File: src/rtl/subtractor_fault_bist_if.sv
// Bus between the subtractor BIST controller and its environment: run control,
// vectors to the subtractor under test, its response, and the diagnosis results.
interface subtractor_fault_bist_if #(
  parameter int WIDTH = 4
);
  localparam int N = 2 * WIDTH + 1;

  logic             start;
  logic [WIDTH-1:0] dut_a;
  logic [WIDTH-1:0] dut_b;
  logic             dut_bin;
  logic [WIDTH-1:0] dut_d;
  logic             dut_bout;
  logic             busy;
  logic             done;
  logic             pass;
  logic             z_fail;
  logic             o_fail;
  logic [N-1:0]     sa0_map;
  logic [N-1:0]     sa1_map;
  logic [7:0]       err_cnt;

  modport master (
    input  start, dut_d, dut_bout,
    output dut_a, dut_b, dut_bin, busy, done, pass,
           z_fail, o_fail, sa0_map, sa1_map, err_cnt
  );

  modport slave (
    output start, dut_d, dut_bout,
    input  dut_a, dut_b, dut_bin, busy, done, pass,
           z_fail, o_fail, sa0_map, sa1_map, err_cnt
  );
endinterface

File: src/rtl/subtractor_fault_bist.sv
// BIST controller for a WIDTH-bit ripple subtractor: applies all-zero, all-one,
// walking-one and walking-zero vectors and builds stuck-at diagnosis maps.
module subtractor_fault_bist #(
  parameter int WIDTH = 4,
  parameter int LAT   = 0
) (
  input  logic                    clk,
  input  logic                    rst,
  subtractor_fault_bist_if.master bus
);
  localparam int N  = 2 * WIDTH + 1;
  localparam int NV = 2 * N + 2;
  localparam int KW = $clog2(NV);
  localparam int CW = (LAT > 0) ? $clog2(LAT + 1) : 1;

  typedef enum logic [1:0] {S_IDLE, S_APPLY, S_WAIT, S_DONE} state_t;

  state_t           state_q, state_d;
  logic [KW-1:0]    k_q, k_d;
  logic [CW-1:0]    wcnt_q, wcnt_d;
  logic [WIDTH-1:0] a_q, a_d, b_q, b_d;
  logic             bin_q, bin_d;
  logic             z_q, z_d, o_q, o_d;
  logic [N-1:0]     sa0_q, sa0_d, sa1_q, sa1_d;
  logic [7:0]       err_q, err_d;

  logic             accept;
  logic             last_wait;
  logic             last_vec;
  logic             mismatch;
  logic [N-1:0]     vec;
  logic [WIDTH:0]   gold;

  assign accept    = bus.start && (state_q == S_IDLE || state_q == S_DONE);
  assign last_wait = (state_q == S_WAIT) && (wcnt_q == CW'(LAT));
  assign last_vec  = (k_q == KW'(NV - 1));

  // NOTE: every variable gets a default at the top of always_comb so no path leaves it unassigned and infers a latch.
  always_comb begin
    vec = '0;
    if (k_q == KW'(1))
      vec = '1;
    else if (k_q >= KW'(2) && k_q < KW'(N + 2))
      vec = N'(1) << (k_q - KW'(2));
    else if (k_q >= KW'(N + 2))
      vec = ~(N'(1) << (k_q - KW'(N + 2)));
  end

  // Golden response is taken from the registered vector, which stays stable through WAIT.
  assign gold     = {1'b0, a_q} - {1'b0, b_q} - {{WIDTH{1'b0}}, bin_q};
  assign mismatch = ({bus.dut_bout, bus.dut_d} != gold);

  always_comb begin
    state_d = state_q;
    case (state_q)
      S_IDLE, S_DONE: if (accept) state_d = S_APPLY;
      S_APPLY:        state_d = S_WAIT;
      S_WAIT:         if (last_wait) state_d = last_vec ? S_DONE : S_APPLY;
      default:        state_d = S_IDLE;
    endcase
  end

  always_comb begin
    k_d    = k_q;
    wcnt_d = wcnt_q;
    a_d    = a_q;
    b_d    = b_q;
    bin_d  = bin_q;
    z_d    = z_q;
    o_d    = o_q;
    sa0_d  = sa0_q;
    sa1_d  = sa1_q;
    err_d  = err_q;
    if (accept) begin
      k_d   = '0;
      z_d   = 1'b0;
      o_d   = 1'b0;
      sa0_d = '0;
      sa1_d = '0;
      err_d = '0;
    end else if (state_q == S_APPLY) begin
      {a_d, b_d, bin_d} = vec;
      wcnt_d            = '0;
    end else if (state_q == S_WAIT) begin
      if (!last_wait) begin
        wcnt_d = wcnt_q + CW'(1);
      end else begin
        if (mismatch) begin
          // The current vector itself marks the line under test in either walking phase.
          if (k_q == KW'(0))           z_d   = 1'b1;
          else if (k_q == KW'(1))      o_d   = 1'b1;
          else if (k_q < KW'(N + 2))   sa0_d = sa0_q | vec;
          else                         sa1_d = sa1_q | ~vec;
          if (err_q != 8'hFF) err_d = err_q + 8'd1;
        end
        if (!last_vec) k_d = k_q + KW'(1);
      end
    end
  end

  // NOTE: sequential state uses non-blocking assignments so all registers update together at the edge.
  always_ff @(posedge clk) begin
    if (rst) begin
      state_q <= S_IDLE;
      k_q     <= '0;
      wcnt_q  <= '0;
      a_q     <= '0;
      b_q     <= '0;
      bin_q   <= 1'b0;
      z_q     <= 1'b0;
      o_q     <= 1'b0;
      sa0_q   <= '0;
      sa1_q   <= '0;
      err_q   <= '0;
    end else begin
      state_q <= state_d;
      k_q     <= k_d;
      wcnt_q  <= wcnt_d;
      a_q     <= a_d;
      b_q     <= b_d;
      bin_q   <= bin_d;
      z_q     <= z_d;
      o_q     <= o_d;
      sa0_q   <= sa0_d;
      sa1_q   <= sa1_d;
      err_q   <= err_d;
    end
  end

  always_comb begin
    bus.busy = (state_q == S_APPLY) || (state_q == S_WAIT);
    bus.done = (state_q == S_DONE);
    bus.pass = (state_q == S_DONE) && (err_q == 8'd0);
  end

  assign bus.dut_a   = a_q;
  assign bus.dut_b   = b_q;
  assign bus.dut_bin = bin_q;
  assign bus.z_fail  = z_q;
  assign bus.o_fail  = o_q;
  assign bus.sa0_map = sa0_q;
  assign bus.sa1_map = sa1_q;
  assign bus.err_cnt = err_q;
endmodule

File: src/flat_wrapper.sv
// flat-port wrapper written by rule: the top's interface ports become plain ports
module subtractor_fault_bist_flat 
#(
  parameter int WIDTH = 4,
  parameter int LAT   = 0
)
  (clk, rst, bus_start, bus_dut_d, bus_dut_bout, bus_dut_a, bus_dut_b, bus_dut_bin, bus_busy, bus_done, bus_pass, bus_z_fail, bus_o_fail, bus_sa0_map, bus_sa1_map, bus_err_cnt);
  subtractor_fault_bist_if #(.WIDTH(WIDTH)) bus_i ();
  input  logic clk;
  input  logic rst;
  input wire logic [$bits(bus_i.start)-1:0] bus_start;
  input wire logic [$bits(bus_i.dut_d)-1:0] bus_dut_d;
  input wire logic [$bits(bus_i.dut_bout)-1:0] bus_dut_bout;
  output wire logic [$bits(bus_i.dut_a)-1:0] bus_dut_a;
  output wire logic [$bits(bus_i.dut_b)-1:0] bus_dut_b;
  output wire logic [$bits(bus_i.dut_bin)-1:0] bus_dut_bin;
  output wire logic [$bits(bus_i.busy)-1:0] bus_busy;
  output wire logic [$bits(bus_i.done)-1:0] bus_done;
  output wire logic [$bits(bus_i.pass)-1:0] bus_pass;
  output wire logic [$bits(bus_i.z_fail)-1:0] bus_z_fail;
  output wire logic [$bits(bus_i.o_fail)-1:0] bus_o_fail;
  output wire logic [$bits(bus_i.sa0_map)-1:0] bus_sa0_map;
  output wire logic [$bits(bus_i.sa1_map)-1:0] bus_sa1_map;
  output wire logic [$bits(bus_i.err_cnt)-1:0] bus_err_cnt;
  assign bus_i.start = bus_start;
  assign bus_i.dut_d = bus_dut_d;
  assign bus_i.dut_bout = bus_dut_bout;
  assign bus_dut_a = bus_i.dut_a;
  assign bus_dut_b = bus_i.dut_b;
  assign bus_dut_bin = bus_i.dut_bin;
  assign bus_busy = bus_i.busy;
  assign bus_done = bus_i.done;
  assign bus_pass = bus_i.pass;
  assign bus_z_fail = bus_i.z_fail;
  assign bus_o_fail = bus_i.o_fail;
  assign bus_sa0_map = bus_i.sa0_map;
  assign bus_sa1_map = bus_i.sa1_map;
  assign bus_err_cnt = bus_i.err_cnt;
  subtractor_fault_bist #(.WIDTH(WIDTH), .LAT(LAT)) u_core (.clk(clk), .rst(rst), .bus(bus_i));
endmodule
File: config.mk
export PLATFORM = sky130hd
export DESIGN_NAME = subtractor_fault_bist_flat
export DESIGN_NICKNAME = d
export VERILOG_FILES = /design/src/rtl/subtractor_fault_bist_if.sv /design/src/rtl/subtractor_fault_bist.sv /design/src/flat_wrapper.sv
export SDC_FILE = /design/constraint.sdc
export NUM_CORES = 1
export LEC_CHECK = 0
export BUFFER_PORTS_ARGS = -buffer_cell sky130_fd_sc_hd__clkbuf_2
export CORE_MARGIN = 2
export CORE_UTILIZATION = 60
export DETAILED_ROUTE_END_ITERATION = 6
export PLACE_DENSITY = 0.86
export SLEW_MARGIN = 20
export SYNTH_ARGS = -nofsm -noshare
export SYNTH_HDL_FRONTEND = slang
export SYNTH_SLANG_ARGS = --single-unit
File: constraint.sdc
create_clock -name clk -period 7.2 [get_ports clk]
set_clock_uncertainty 0.1 [all_clocks]
set_input_delay 0 -clock clk [delete_from_list [all_inputs] [get_ports clk]]
set_output_delay 0 -clock clk [all_outputs]
set_load 0.1 [all_outputs]
## Yosys cells after proc, flatten, opt, wreduce, memory -nomap -nowiden

Cells that the tools add are included.

- Bits in writable memories: 0
- Output and inout bits: 40
- Bits in latches: 0
- Memories kept: 0
- Register bits: 45
- Input port bits: 8
- Bits in read-only memories: 0

- Multiplexer cells: 10
- Reduce and logical (&&, ||, !) cells: 21
- Divide/modulo/power cells: 0
- Shift operators: 2
- Add/subtract/negate cells: 7
- $lt $le $gt $ge: 3
- Equality and inequality tests: 10
- Multiply operators: 0
- Bitwise operators: 11

Operator list:

| cell | count |
|---|---|
| $mux 9 | 3 |
| $not 9->9 | 2 |
| $or 9x9->9 | 2 |
| $shl 1x5->9 const A | 2 |
| $reduce_and 7->1 | 2 |
| $reduce_and 5->1 | 2 |
| $add 8x1->8 const B | 1 |
| $logic_not 8->1 | 1 |
| $ne 8x8->1 const B | 1 |
| $not 1->1 | 7 |
| $mux 2 | 3 |
| $pmux 2 s3 | 1 |
| $reduce_and 6->1 | 1 |
| $add 5x1->5 const B | 1 |
| $eq 5x1->1 const B | 1 |
| $eq 5x5->1 const B | 1 |
| $ge 5x2->1 const B | 1 |
| $ge 5x4->1 const B | 1 |
| $logic_not 5->1 | 1 |
| $lt 5x4->1 const B | 1 |
| $ne 5x5->1 | 1 |
| $sub 4x4->5 | 1 |
| $sub 5x1->5 | 1 |
| $sub 5x2->5 const B | 1 |
| other kinds (15) | 25 |

## Logic depth before layout (Yosys ltp)

- Depth after elaboration: 8
- Mapped depth: 13

## Worst setup path before layout

OpenSTA, ideal clock, no wires.

- Kind: register to output
- Start point: register u_core.state_q[0]
- End point: output port bus_pass
- Stages on the path, launching flop included: 4
- Setup slack: 2.894 ns
- Required time: 7.100 ns
- Path buffers: 0
- Arrival time: 4.206 ns
- Path through: dfxtp_1 ha_1 nand2_1 nor4_1

- Longest elaborated chain between the ends: 2

RTL lines:

| what | RTL line | source |
|---|---|---|
| start, declared | subtractor_fault_bist.sv:18 | `state_t state_q, state_d;` |
| start signal, assigned | subtractor_fault_bist.sv:116 | `state_q <= state_d;` |
| $eq 2x2->1 | -- |  |
| named net bus_done | flat_wrapper.sv:18 | `output wire logic [$bits(bus_i.done)-1:0] bus_done;` |
| $logic_and 1x1->1 | subtractor_fault_bist.sv:133 | `bus.pass = (state_q == S_DONE) && (err_q == 8'd0);` |
| end, declared | flat_wrapper.sv:19 | `output wire logic [$bits(bus_i.pass)-1:0] bus_pass;` |

The timed path passes the listed nets, and every way through them passes these cells.

## Worst setup path after layout

- Start point: register u_core.a_q[0] (netlist: u_core.bus.dut_a[0])
- End point: register u_core.z_q (netlist: u_core.bus.z_fail)

- Longest elaborated chain between the ends: 4

RTL lines:

| what | RTL line | source |
|---|---|---|
| start, declared | subtractor_fault_bist.sv:21 | `logic [WIDTH-1:0] a_q, a_d, b_q, b_d;` |
| start signal, assigned | subtractor_fault_bist.sv:107 | `a_q <= '0;` |
| start signal, assigned | subtractor_fault_bist.sv:119 | `a_q <= a_d;` |
| $sub 4x4->5 | subtractor_fault_bist.sv:50 | `assign gold = {1'b0, a_q} - {1'b0, b_q} - {{WIDTH{1'b0}}, bin_q};` |
| $sub 5x1->5 | subtractor_fault_bist.sv:50 |  |
| $ne 5x5->1 | subtractor_fault_bist.sv:51 | `assign mismatch = ({bus.dut_bout, bus.dut_d} != gold);` |
| $reduce_and 5->1 (no source line) | -- |  |
| end signal, assigned | subtractor_fault_bist.sv:122 | `z_q <= z_d;` |
| end, declared | subtractor_fault_bist.sv:23 | `logic z_q, z_d, o_q, o_d;` |

Every way passes these cells.
A chain may end at the register's enable or synchronous reset.

==> impl_table.tex <==
\begin{tabular}{lr}
\hline
Metric & Value \\
\hline
\multicolumn{2}{l}{\textbf{Logic synthesis}} \\
Number of storage elements in the synthesis netlist & 45 \\
Mapped Avg Cell Area & 8.39 um\^{}2 \\
Fraction of synthesis flops using an asynchronous set or reset pin & 0\% \\
Number of synthesized flops with an enable pin & 0 \\
Share of the synthesized area in the top cell type & 32.5\% \\
Fraction of the yosys area taken by sequential cells & 32.5\% \\
Combined area of all synthesized cells & 0.00277 mm\^{}2 \\
Number of instances in the synthesized netlist & 330 \\
Top area cells in the synthesized netlist & dfxtp\_1, ha\_1, a21oi\_1, nand2\_1, nor2\_1 \\
Number of distinct library cell variants in the gate-level netlist after synthesis & 49 \\
Predominant post-synthesis flop cell & dfxtp\_1 \\
Cell taking the most area after synthesis & dfxtp\_1 \\
Post-Synthesis Net Count & 361 \\
Ys Warns & 0 \\
\multicolumn{2}{l}{\textbf{Placed design}} \\
DP Cell Count & 412 \\
Standard cell area after detailed placement & 0.00300 mm\^{}2 \\
Placed wire-length estimate & 4840 um \\
Total of buffers placed on input and output ports & 47 \\
RD Place Congestion & 0.964 \\
\multicolumn{2}{l}{\textbf{Floorplanning}} \\
Core region area & 0.00441 mm\^{}2 \\
Initial Utilization & 62.8\% \\
Vert. Die Dim & 71.9 um \\
Die ar. & 0.00518 mm\^{}2 \\
Top Ports & 48 \\
Row Count & 24 \\
Die boundary width & 71.9 um \\
\multicolumn{2}{l}{\textbf{Timing}} \\
Final period utilization & 47.4\% \\
Crit path time final & 3.41 ns \\
Final count of pins violating max slew & 0 \\
Fmax & 293 MHz \\
Worst max-slew margin expressed relative to the limit & 47.5\% \\
Setup violations, final & 0 \\
Number of failing hold endpoints at the final stage & 0 \\
Fin Hold WS & 0.0635 ns \\
Final total negative setup slack & 0 ns \\
Worst Max-Slew Pin Slew & 0.787 ns \\
RSZ-0062 raised after global routing & false \\
\multicolumn{2}{l}{\textbf{Worst setup path}} \\
Cell-by-cell listing of the critical path & inv\_1 > fa\_1 > inv\_1 > ha\_1 > or2\_2 > fa\_1 > xnor2\_1 > xnor2\_1 > nor3\_2 > nand3\_1 > a41oi\_1 > nor2\_1 \\
Critical path capture point type & flop \\
Data required time of the critical path & 7.27 ns \\
CP max stage cell & fa\_1 \\
End of the critical path & u\_core.bus.z\_fail\$\_SDFFE\_PP0P\_ \\
Critical path data arrival time & 3.49 ns \\
Kind of critical path & reg -> reg \\
Longest individual stage delay on the worst path & 0.49 ns \\
Start point of the critical path & u\_core.bus.dut\_a[0]\$\_SDFFE\_PP0P\_ \\
Number of cell instances on the worst register-to-register path & 12 \\
FF-to-FF End & u\_core.bus.z\_fail\$\_SDFFE\_PP0P\_ \\
Reg-to-reg setup timing slack & 3.79 ns \\
Maximum fanout count along the critical path & 5 \\
Critical path startpoint category & flop \\
Reg2reg start & u\_core.bus.dut\_a[0]\$\_SDFFE\_PP0P\_ \\
\multicolumn{2}{l}{\textbf{Final layout}} \\
Final non-filler cell total & 421 \\
Number of nets in the finished design & 399 \\
Synth-to-Final Area Change & 12.1\% \\
Final core utilization & 70.4\% \\
Fraction of layout cells with a size suffix above 1 & 18.7\% \\
N\_diodes & 0 \\
Fill cell count & 357 \\
Area of all placed cells without fillers & 0.00311 mm\^{}2 \\
\multicolumn{2}{l}{\textbf{Run status}} \\
Result of the run & finished clean \\
\multicolumn{2}{l}{\textbf{Route}} \\
Total wirelength of the detailed-routed design & 6470 um \\
Post-DR wirelength/cell & 15.4 um \\
Initial DRC count & 162 \\
Vias per inst & 6.00 \\
Total number of vias & 2528 \\
Count of TritonRoute iterations in the first routing pass & 4 \\
Number of routed nets with antenna violations & 0 \\
Number of design rule violations left after detail routing & 0 \\
\multicolumn{2}{l}{\textbf{Clocking}} \\
Worst skew pair latency & 0.31 ns \\
Resized Gates After CTS & 0 \\
Maximum buffer depth of the clock tree & 2 \\
Number of buffers inserted by post-CTS setup repair & 0 \\
Clock Tree Root & clkbuf\_8 \\
Hold-fix buffers at CTS & 1 \\
TritonCTS clock tree & yes \\
Num CTS Buffers & 5 \\
Clock transition at the register clock pins on the worst setup and hold paths after CTS & 0.09 ns \\
Maximum level of the CTS H-tree & 2 \\
Number of clock sinks seen by CTS & 45 \\
\multicolumn{2}{l}{\textbf{Global routing}} \\
Global router's overall resource usage & 26.1\% \\
Grt ovf & 0 \\
Largest net degree at the start of global routing & 28 \\
Number of global-route vias before repair & 2199 \\
Antenna violations before repair & 0 \\
Wire length of the first global-routing pass & 10500 um \\
\multicolumn{2}{l}{\textbf{Min path}} \\
Hold Path Class & in -> reg \\
Hold Crit Depth & 4 \\
Worst Hold Launch & bus\_start \\
\multicolumn{2}{l}{\textbf{Power and ir drop}} \\
Leakage & 0.00132 uW \\
Max rail drop VDD & 0.119 mV \\
Power per standard cell area & 222 mW/mm\^{}2 \\
\multicolumn{2}{l}{\textbf{Run}} \\
Max-capacitance violation count & 0 \\
\hline
\end{tabular}
==> cell type report <==
cell class | count | area (um^2) | area share, %
clock buffer | 5 | 68.8 | 2.22
clock inverter | 3 | 25.0 | 0.805
inverter | 18 | 67.6 | 2.17
multi-input combinational | 250 | 1730 | 55.8
sequential | 45 | 901 | 29.0
tap | 52 | 65.1 | 2.09
timing repair buffer | 48 | 245 | 7.89
==> where the power goes <==
group | switching (uW) | internal, uW | total (uW)
registers | 13.3 | 260 | 273
clock network | 96.9 | 70.8 | 168
logic | 180 | 69.0 | 249
total | 290 | 400 | 690
==> state kept, by name (all words and copies together) (netlist names) <==
signal	flops
u_core.state_q	2
u_core.bus.dut_a	4
u_core.bus.sa1_map	9
u_core.bus.o_fail	1
u_core.wcnt_q	1
u_core.bus.sa0_map	9
u_core.bus.dut_b	4
u_core.k_q	5
u_core.bus.err_cnt	8
u_core.bus.z_fail	1
u_core.bus.dut_bin	1
==> placed cells by master, fill, tap and decap left out, types with 6 or more instances in the layout <==
master    synthesis  layout
a21oi_1          23      22
dfxtp_1          45      45
and3_1            9       9
ha_1             21      21
o31ai_1          12      12
and2_1           11      11
or3_1             6       6
xor2_1            6       6
a31oi_1          10      10
clkbuf_2          0      47
inv_1            18      18
nand2_1          26      26
xnor2_1           7       7
nor2_1           24      24
a211oi_1          9       9
o21ai_0          17      17
nand3_1          12      12
==> worst min path at each step <==
| stage | endpoint | slack [ns] |
|---|---|---|
| after global placement | u_core.wcnt_q$_SDFFE_PP0P_ | 0.30 |
| after detailed placement | u_core.state_q[1]$_SDFFE_PP0P_ | 0.31 |
| after CTS | u_core.state_q[0]$_SDFFE_PP0P_ | 0.05 |
| final | u_core.state_q[0]$_SDFFE_PP0P_ | 0.06 |
| after global routing | u_core.state_q[0]$_SDFFE_PP0P_ | 0.07 |
| after floorplan | u_core.bus.dut_a[3]$_SDFFE_PP0P_ | -0.03 |
==> routing by layer <==
layer | track usage (%) | vias up | wire, um
li1 | - | 1275 | -
met1 | 35.6 | 1188 | 2960
met2 | 42.2 | 57 | 3160
met3 | 5.00 | 8 | 264
met4 | 7.76 | 0 | 85
met5 | 0 | - | 0
==> worst max-delay path, delay by kind of cell, from the launching register on <==
kind,cells,cell delay [ns]
AOI/OAI and AO/OA,1,0.32
and+or+nand+nor,4,0.96
adders and majority gates,3,1.08
buffers and inverters,2,0.11
xor gates and xnor gates,2,0.34
DFF,1,0.36
==> through the flow <==
step	power [uW]	setup WS (ns)
2_1_floorplan	484	2.89
3_3_place_gp	516	3.98
3_5_place_dp	525	3.85
4_1_cts	690	3.74
5_1_grt	726	3.52
6_report	690	3.79
==> cell usage after synthesis (6+ instances only) <==
master / number
a211oi_1: 9
a21oi_1: 23
a31oi_1: 10
and2_1: 11
and3_1: 9
buf_2: 6
clkbuf_1: 10
dfxtp_1: 45
ha_1: 21
inv_1: 18
nand2_1: 26
nand3_1: 12
nor2_1: 24
o21ai_0: 17
o31ai_1: 12
or3_1: 6
xnor2_1: 7
xor2_1: 6
==> kinds of logic after synthesis <==
kind of cell | after synthesis | share of synthesized area [%]
AO/OA/AOI/OAI | 97 | 24.8
XOR/XNOR | 13 | 4.11
adder cells (fa/ha/maj) | 23 | 10.9
buffers and inverters | 35 | 5.28
flip-flops | 45 | 32.5
multiplexers | 3 | 1.08
AND/OR/NAND/NOR | 114 | 21.3
Power figures use the tool's default switching activity.
